File: src/rtl/tmds_channel_encoder.sv
// TMDS 8b/10b channel encoder (DVI 1.0) with running-disparity tracking.
// Stage 1 builds the transition-minimised word, stage 2 the DC-balanced symbol.
module tmds_channel_encoder #(
    parameter bit BIT_REVERSE = 1'b0
) (
    input  logic       clock,
    input  logic       reset_n,
    input  logic       de,
    input  logic [7:0] data,
    input  logic [1:0] c,
    output logic [9:0] dout
);

    localparam logic [9:0] TOK_C00 = 10'h354;
    localparam logic [9:0] TOK_C01 = 10'h0AB;
    localparam logic [9:0] TOK_C10 = 10'h154;
    localparam logic [9:0] TOK_C11 = 10'h2AB;

    function automatic logic [9:0] out_map(
        input logic [9:0] s
    );
        logic [9:0] r;
        r = s;
        if (BIT_REVERSE) begin
            for (int i = 0; i < 10; i++) begin
                r[i] = s[9-i];
            end
        end
        return r;
    endfunction

    logic [3:0] w_n1d;
    logic       w_use_xnor;
    logic [8:0] w_qm;
    logic [3:0] w_n1q;

    always_comb begin
        w_n1d = 4'd0;
        for (int i = 0; i < 8; i++) begin
            w_n1d = w_n1d + {3'd0, data[i]};
        end
        w_use_xnor = (w_n1d > 4'd4)
                  || ((w_n1d == 4'd4) && !data[0]);
        w_qm    = 9'd0;
        w_qm[0] = data[0];
        for (int i = 1; i < 8; i++) begin
            w_qm[i] = w_qm[i-1] ^ data[i] ^ w_use_xnor;
        end
        w_qm[8] = ~w_use_xnor;
        w_n1q   = 4'd0;
        for (int i = 0; i < 8; i++) begin
            w_n1q = w_n1q + {3'd0, w_qm[i]};
        end
    end

    logic [8:0] r_qm;
    logic [3:0] r_n1q;
    logic       r_de;
    logic [1:0] r_c;

    always_ff @(posedge clock or negedge reset_n) begin
        if (!reset_n) begin
            r_qm  <= 9'd0;
            r_n1q <= 4'd0;
            r_de  <= 1'b0;
            r_c   <= 2'b00;
        end else begin
            r_qm  <= w_qm;
            r_n1q <= w_n1q;
            r_de  <= de;
            r_c   <= c;
        end
    end

    logic signed [4:0] r_cnt;
    logic signed [4:0] w_cnt_nxt;
    logic signed [4:0] w_diff;
    logic signed [4:0] w_q8x2;
    logic signed [4:0] w_nq8x2;
    logic [9:0]        w_sym;
    logic [9:0]        r_dout;
    logic              w_case_a;
    logic              w_case_b;

    // w_diff is n1q - n0q; all cnt arithmetic stays within -8..+8
    always_comb begin
        w_diff   = $signed({r_n1q, 1'b0} - 5'd8);
        w_q8x2   = $signed({3'd0, r_qm[8], 1'b0});
        w_nq8x2  = $signed({3'd0, ~r_qm[8], 1'b0});
        w_case_a = (r_cnt == 5'sd0) || (r_n1q == 4'd4);
        w_case_b = ((r_cnt > 5'sd0) && (r_n1q > 4'd4))
                || ((r_cnt < 5'sd0) && (r_n1q < 4'd4));
        w_sym     = TOK_C00;
        w_cnt_nxt = 5'sd0;
        if (r_de) begin
            unique case (1'b1)
                w_case_a: begin
                    w_sym = {~r_qm[8], r_qm[8],
                             r_qm[7:0] ^ {8{~r_qm[8]}}};
                    w_cnt_nxt = r_qm[8] ? r_cnt + w_diff
                                        : r_cnt - w_diff;
                end
                w_case_b: begin
                    w_sym     = {1'b1, r_qm[8], ~r_qm[7:0]};
                    w_cnt_nxt = r_cnt + w_q8x2 - w_diff;
                end
                default: begin
                    w_sym     = {1'b0, r_qm[8], r_qm[7:0]};
                    w_cnt_nxt = r_cnt - w_nq8x2 + w_diff;
                end
            endcase
        end else begin
            unique case (r_c)
                2'b00:   w_sym = TOK_C00;
                2'b01:   w_sym = TOK_C01;
                2'b10:   w_sym = TOK_C10;
                default: w_sym = TOK_C11;
            endcase
        end
    end

    always_ff @(posedge clock or negedge reset_n) begin
        if (!reset_n) begin
            r_cnt  <= 5'sd0;
            r_dout <= out_map(TOK_C00);
        end else begin
            r_cnt  <= w_cnt_nxt;
            r_dout <= out_map(w_sym);
        end
    end

    assign dout = r_dout;

endmodule

File: config.mk
export PLATFORM = sky130hd
export DESIGN_NAME = tmds_channel_encoder
export DESIGN_NICKNAME = d
export VERILOG_FILES = /design/src/rtl/tmds_channel_encoder.sv
export SDC_FILE = /design/constraint.sdc
export NUM_CORES = 1
export LEC_CHECK = 0
export BUFFER_PORTS_ARGS = -buffer_cell sky130_fd_sc_hd__buf_2
export CAP_MARGIN = 20
export CORE_AREA = 2 2 84 102
export CTS_CLUSTER_DIAMETER = 80
export DETAILED_ROUTE_END_ITERATION = 10
export DIE_AREA = 0 0 86 104
export HOLD_SLACK_MARGIN = 0.02
export PLACE_DENSITY_LB_ADDON = 0.12
export SKIP_LAST_GASP = 1
export SLEW_MARGIN = 20
export SYNTH_ARGS = -nofsm -noshare
export SYNTH_HDL_FRONTEND = slang
export SYNTH_SLANG_ARGS = --single-unit
File: constraint.sdc
create_clock -name clock -period 3.12 [get_ports clock]
set_clock_uncertainty 0.15 [all_clocks]
set_input_delay 0.156 -clock clock [delete_from_list [all_inputs] [get_ports clock]]
set_output_delay 0.156 -clock clock [all_outputs]
set_load 0.01 [all_outputs]
# After elaboration in Yosys (flattened, before gate mapping)

Index checks and enable logic that the tools add are counted.
W data, S select, Z words.

Flip-flop bits (word level): 31
Input bits: 13

Add/sub/neg operators: 21
Magnitude comparators: 5
Equal/unequal tests: 4
Multiplexer cells: 6
Bitwise logic cells: 18
Reduce and logical (&&, ||, !) cells: 9

Operators by type and width:

| cell                  | count |
|---|---|
| $add A4 B1 Y4         | 8 |
| $pmux W10 S3          | 1 |
| $pmux W10 S2          | 1 |
| $xor A1 B1 Y1         | 14 |
| $add A5 B5 Y5         | 2 |
| $mux W10              | 1 |
| $mux W5               | 2 |
| $pmux W5 S2           | 1 |
| $sub A5 B5 Y5         | 2 |
| $add A3 B1 Y4         | 2 |
| $eq A4 B3 Y1 const B  | 2 |
| $gt A4 B3 Y1 const B  | 2 |
| $not A8 Y8            | 1 |
| $xor A8 B8 Y8         | 1 |
| $add A2 B1 Y3         | 2 |
| $add A5 B3 Y5         | 1 |
| $gt A5 B1 Y1 const B  | 1 |
| $logic_not A5 Y1      | 1 |
| $lt A5 B1 Y1 const B  | 1 |
| $sub A5 B3 Y5         | 1 |
| $sub A5 B4 Y5 const B | 1 |
| $add A1 B1 Y2         | 2 |
| $lt A4 B3 Y1 const B  | 1 |
| $logic_and A1 B1 Y1   | 3 |
| 6 further kinds       | 9 |

# Logic depth before layout (Yosys ltp)

Depth in word-level cells: 24
Depth in mapped cells: 20
Mapped depth without buffers: 20

# Least setup slack after synthesis

Ideal clock, no wire load.

Kind: input to register
From: in data[0]
To: reg r_n1q[2]
Setup time: 0.123 ns
Arrival: 5.493 ns
Slack: -2.646 ns
Stages on the path: 20
Cells stage by stage: inv_1 -> fa_1 -> fa_1 -> fa_1 -> inv_1 -> ha_1 -> fa_1 -> nor3b_1 -> o21ai_0 -> a21oi_1 -> xnor2_1 -> inv_1 -> fa_1 -> fa_1 -> inv_1 -> fa_1 -> ha_1 -> inv_1 -> fa_1 -> xnor2_1

Cells in the longest elaborated chain, start to end: 24
Elaborated cells on any way between the ends: 33

RTL lines:

| element                                                | RTL line | text |
|---|---|---|
| from (decl)                                            | 9        | `input logic [7:0] data,` |
| branches (longest 10 deep; another with $add A3 B1 Y4) | n/a      |  |
| $xor A1 B1 Y1 *                                        | 47       | `w_qm[i] = w_qm[i-1] ^ data[i] ^ w_use_xnor;` |
| via w_qm[1]                                            | 34       | `logic [8:0] w_qm;` |
| branches (longest 12 deep; another with $add A3 B1 Y4) | n/a      |  |
| $add A4 B1 Y4 *                                        | 52       | `w_n1q = w_n1q + {3'd0, w_qm[i]};` |
| via w_n1q[2]                                           | 35       | `logic [3:0] w_n1q;` |
| to (signal assigned)                                   | 69       | `r_n1q <= w_n1q;` |
| to (decl)                                              | 57       | `logic [3:0] r_n1q;` |

Mark *: on every way through the listed nets, which the timed path passes.

# Worst setup path after layout

From: in data[0]
To: reg r_n1q[1]

Cells in the longest elaborated chain, start to end: 24
Elaborated cells on any way between the ends: 33

RTL lines:

| element                                                | RTL line |
|---|---|
| branches (longest 14 deep; another with $add A3 B1 Y4) | n/a |
| $xor A1 B1 Y1 *                                        | 47 |
| via w_qm[3]                                            | 34 |
| branches (longest 8 deep; another with $add A3 B1 Y4)  | n/a |
| $add A4 B1 Y4 *                                        | 52 |
| via w_n1q[1]                                           | 35 |

Marks and branches as above.

==> metrics.cfg <==
[run_status]
outcome=finished with violations
violations=setup timing

[route]
antenna_left=0
drtIter0Drc=37
vias=1655
remaining_drc_errors=0
dr.pass1.iters=6
vias_per_cell=4.413
routed_wl_mm=4.649
routedWlPerCell_microns=12.40

[worst_setup_path]
path_cells=buf_12 > inv_12 > fa_1 > fa_1 > fa_1 > inv_1 > ha_2 > fa_1 > nor3b_2 > o21ai_1 > a21oi_2 > xor2_1 > inv_1 > fa_1 > fa_1 > inv_2 > fa_1 > ha_4 > inv_2 > fa_1 > inv_1
end_kind=flop
worst_setup_path_start_kind=primary input
critPathMaxStageDelay_ns=0.54
arrival_ns=5.42
critPathSlowestCell=fa_1
worstPathRequired_ns=3.15
crit_fanout=3
cp_common_cell=fa_1
path_class=primary input to flop

[grt]
antenna_found_initial=0
grt_usage=0.1172
grt_pass1_vias=1715
grt_pass1_wl_mm=8.252
overflow=0
grt_max_degree=32

[floorplanning]
die-area_sq_um=8944
coreArea_sq_um=7973
rows=36
die_x_microns=86
start_util=0.2927
ios=23
die_h_microns=104

[sta]
fin_crit_ns=5.391
rsz0062_at_grt=true
fin_ws_ns=-2.271
slew_headroom=0.5522
worstMarginPinSlew_ns=0.6717
drv_slew=0
fin_crit_sh=1.728
setup-violations-final=9
hold_violations=0
max_freq_mhz=185.5

[place]
port_buffers=22
gp_congestion=0.7468
pre_cts_slack_ns=-2.693
hpwl_mm=3.771

[clock_network]
cts_buffers=5
h-tree-depth=2
cts_sinks=31
cts-root-buf=clkbuf_8
cts_buffer_depth=2
clk_pin_slew_ns=0.07
cts_tree=built
clk_latency_ns=0.28

[cells_and_area]
multiInputGateArea_sq_um=1411
fill_cells=820
seqCellArea_sq_um=782.0
final_cell_mix=41 x inv_1, 26 x dfrtp_1, 26 x buf_4, 23 x ha_1, 21 x buf_2
layout-drive-gt1-share=0.2929
area_delta_synth_final_pct=27.19
num_antenna_cells=0
final_common_cell=inv_1
nets=330

[worst_hold_path]
hold_class=primary input to flop

[yosys]
syn_avg_cell_area_sq_um=10.46
postSynthCellCount=223
syn_area_sq_um=2333
yosysSeqAreaShare=0.3351
syn_nets=274
yosys.cell_types.count=41
yosysWarnings=0
ys_ff_latch=31

[pwr]
p_total_mw=3.632
ir_drop_mv=0.3448
p_per_area_nw_per_um2=1224
power.leakage_nw=1.466

[run]
drv_cap=0

==> layout make-up <==
cell class,count,share of cell area
Clock inverter,3,0.008010
Clock buffer,5,0.02319
Timing Repair Buffer,54,0.1286
Tap cell,95,0.04005
Sequential cell,31,0.2635
Multi-Input combinational cell,142,0.4755
Inverter,45,0.06113
==> kinds of logic after synthesis <==
group                      count (synthesis)  synth area share
AOI/OAI and AO/OA                         39            0.1228
xor gates and xnor gates                  21           0.09437
and+or+nand+nor                           38           0.08901
buffers and inverters                     50           0.08633
DFF                                       31            0.3351
adders and majority gates                 38            0.2456
muxes                                      6           0.02681
==> flip-flops by register name, indices dropped and copies added (netlist names) <==
signal	cells
r_cnt	5
r_n1q	4
dout	10
r_de	1
r_c	2
r_qm	9
==> power by group <==
part	switching [mW]	internal (mW)
Clock	0.163	0.159
Combinational	1.36	1.27
Sequential	0.0938	0.585
Total	1.61	2.02
==> per-layer routing <==
layer | part of all wire | GRT usage
met5 | 0 | 0
met4 | 0.0097 | 0.03401
met3 | 0.027 | 0.02619
met2 | 0.54 | 0.2043
met1 | 0.42 | 0.1422
==> synthesized netlist by cell type <==
cell type   n  area share
nor2_1      7       0.011
clkbuf_1    3      0.0048
nand2b_1    3      0.0080
ha_1       25        0.13
a21o_2      1      0.0038
xnor3_1     1      0.0097
xnor2_2     1      0.0070
a21oi_1    12       0.026
nor3b_1     2      0.0064
a211oi_1    2      0.0064
clkbuf_8    1      0.0059
mux2i_1     4       0.017
or2b_2      1      0.0038
and2_1      3      0.0080
inv_1      45       0.072
o22ai_1     1      0.0027
nand3b_1    1      0.0032
o221ai_1    3       0.011
xor3_1      1       0.010
a21o_1      2      0.0064
fa_1       13        0.11
o21bai_1    1      0.0032
dfrtp_1    26        0.28
xnor2_1    13       0.049
nor4_4      1      0.0091
xor2_1      5       0.019
dfstp_2     5       0.056
buf_4       1      0.0032
nor2b_1     1      0.0027
a31oi_1     1      0.0027
a21oi_4     1      0.0070
o21a_1      2      0.0064
nand3_1     5       0.011
o21ai_0     4      0.0086
a311oi_1    3       0.011
o211ai_1    5       0.016
nor3_1      2      0.0043
a221oi_4    1       0.011
nor4_1      2      0.0054
nand2_1    10       0.016
mux2_2      2      0.0097
==> stage by stage <==
| step | hold slack, ns | area, sq um | util | TNS (ns) | instances |
|---|---|---|---|---|---|
| after detailed placement | 0.08582 | 2746 | 0.3445 | -12.69 | 359 |
| after global routing | 0.09112 | 2968 | 0.3723 | -10.46 | 375 |
| after floorplan | -0.2896 | 2370 | - | -9.367 | 223 |
| final | 0.09602 | 2968 | 0.3723 | -9.045 | 375 |
| after CTS | 0.08106 | 2963 | 0.3716 | -9.351 | 376 |
| after global placement | 0.09336 | 2746 | 0.3445 | -11.99 | 359 |
==> repair_timing <==
action                                  4_1_cts  5_1_grt
gates resized for setup                       8        4
pin swaps                                     1        2
endpoints found under the setup margin        8        9
setup buffers                                 5        1
hold buffers                                  5        0
hold endpoints to repair                     30        0
gates cloned                                  0        0
==> path summary, 6_finish.rpt <==
path                              start       end  slack (ns)  depth (start not counted)
max in group asynchronous       reset_n  r_cnt[2]        2.08                          2
worst max-delay path            data[0]  r_n1q[1]       -2.27                         21
worst min register to register  r_qm[3]   dout[3]        0.34                          1
worst min-delay path            data[4]   r_qm[4]         0.1                          3
min in group asynchronous       reset_n    r_c[0]        0.29                          2
worst max register to register  r_qm[8]  r_cnt[4]        0.48                          9
==> worst max-delay path: cells and delay by family <==
family                   cells  cell delay (ns)
adder cells (fa/ha/maj)     10             4.22
buffers and inverters        7             0.34
AO/OA/AOI/OAI                2             0.29
AND/OR/NAND/NOR              1             0.20
XOR/XNOR                     1             0.20
Power figures use the tool's default switching activity.
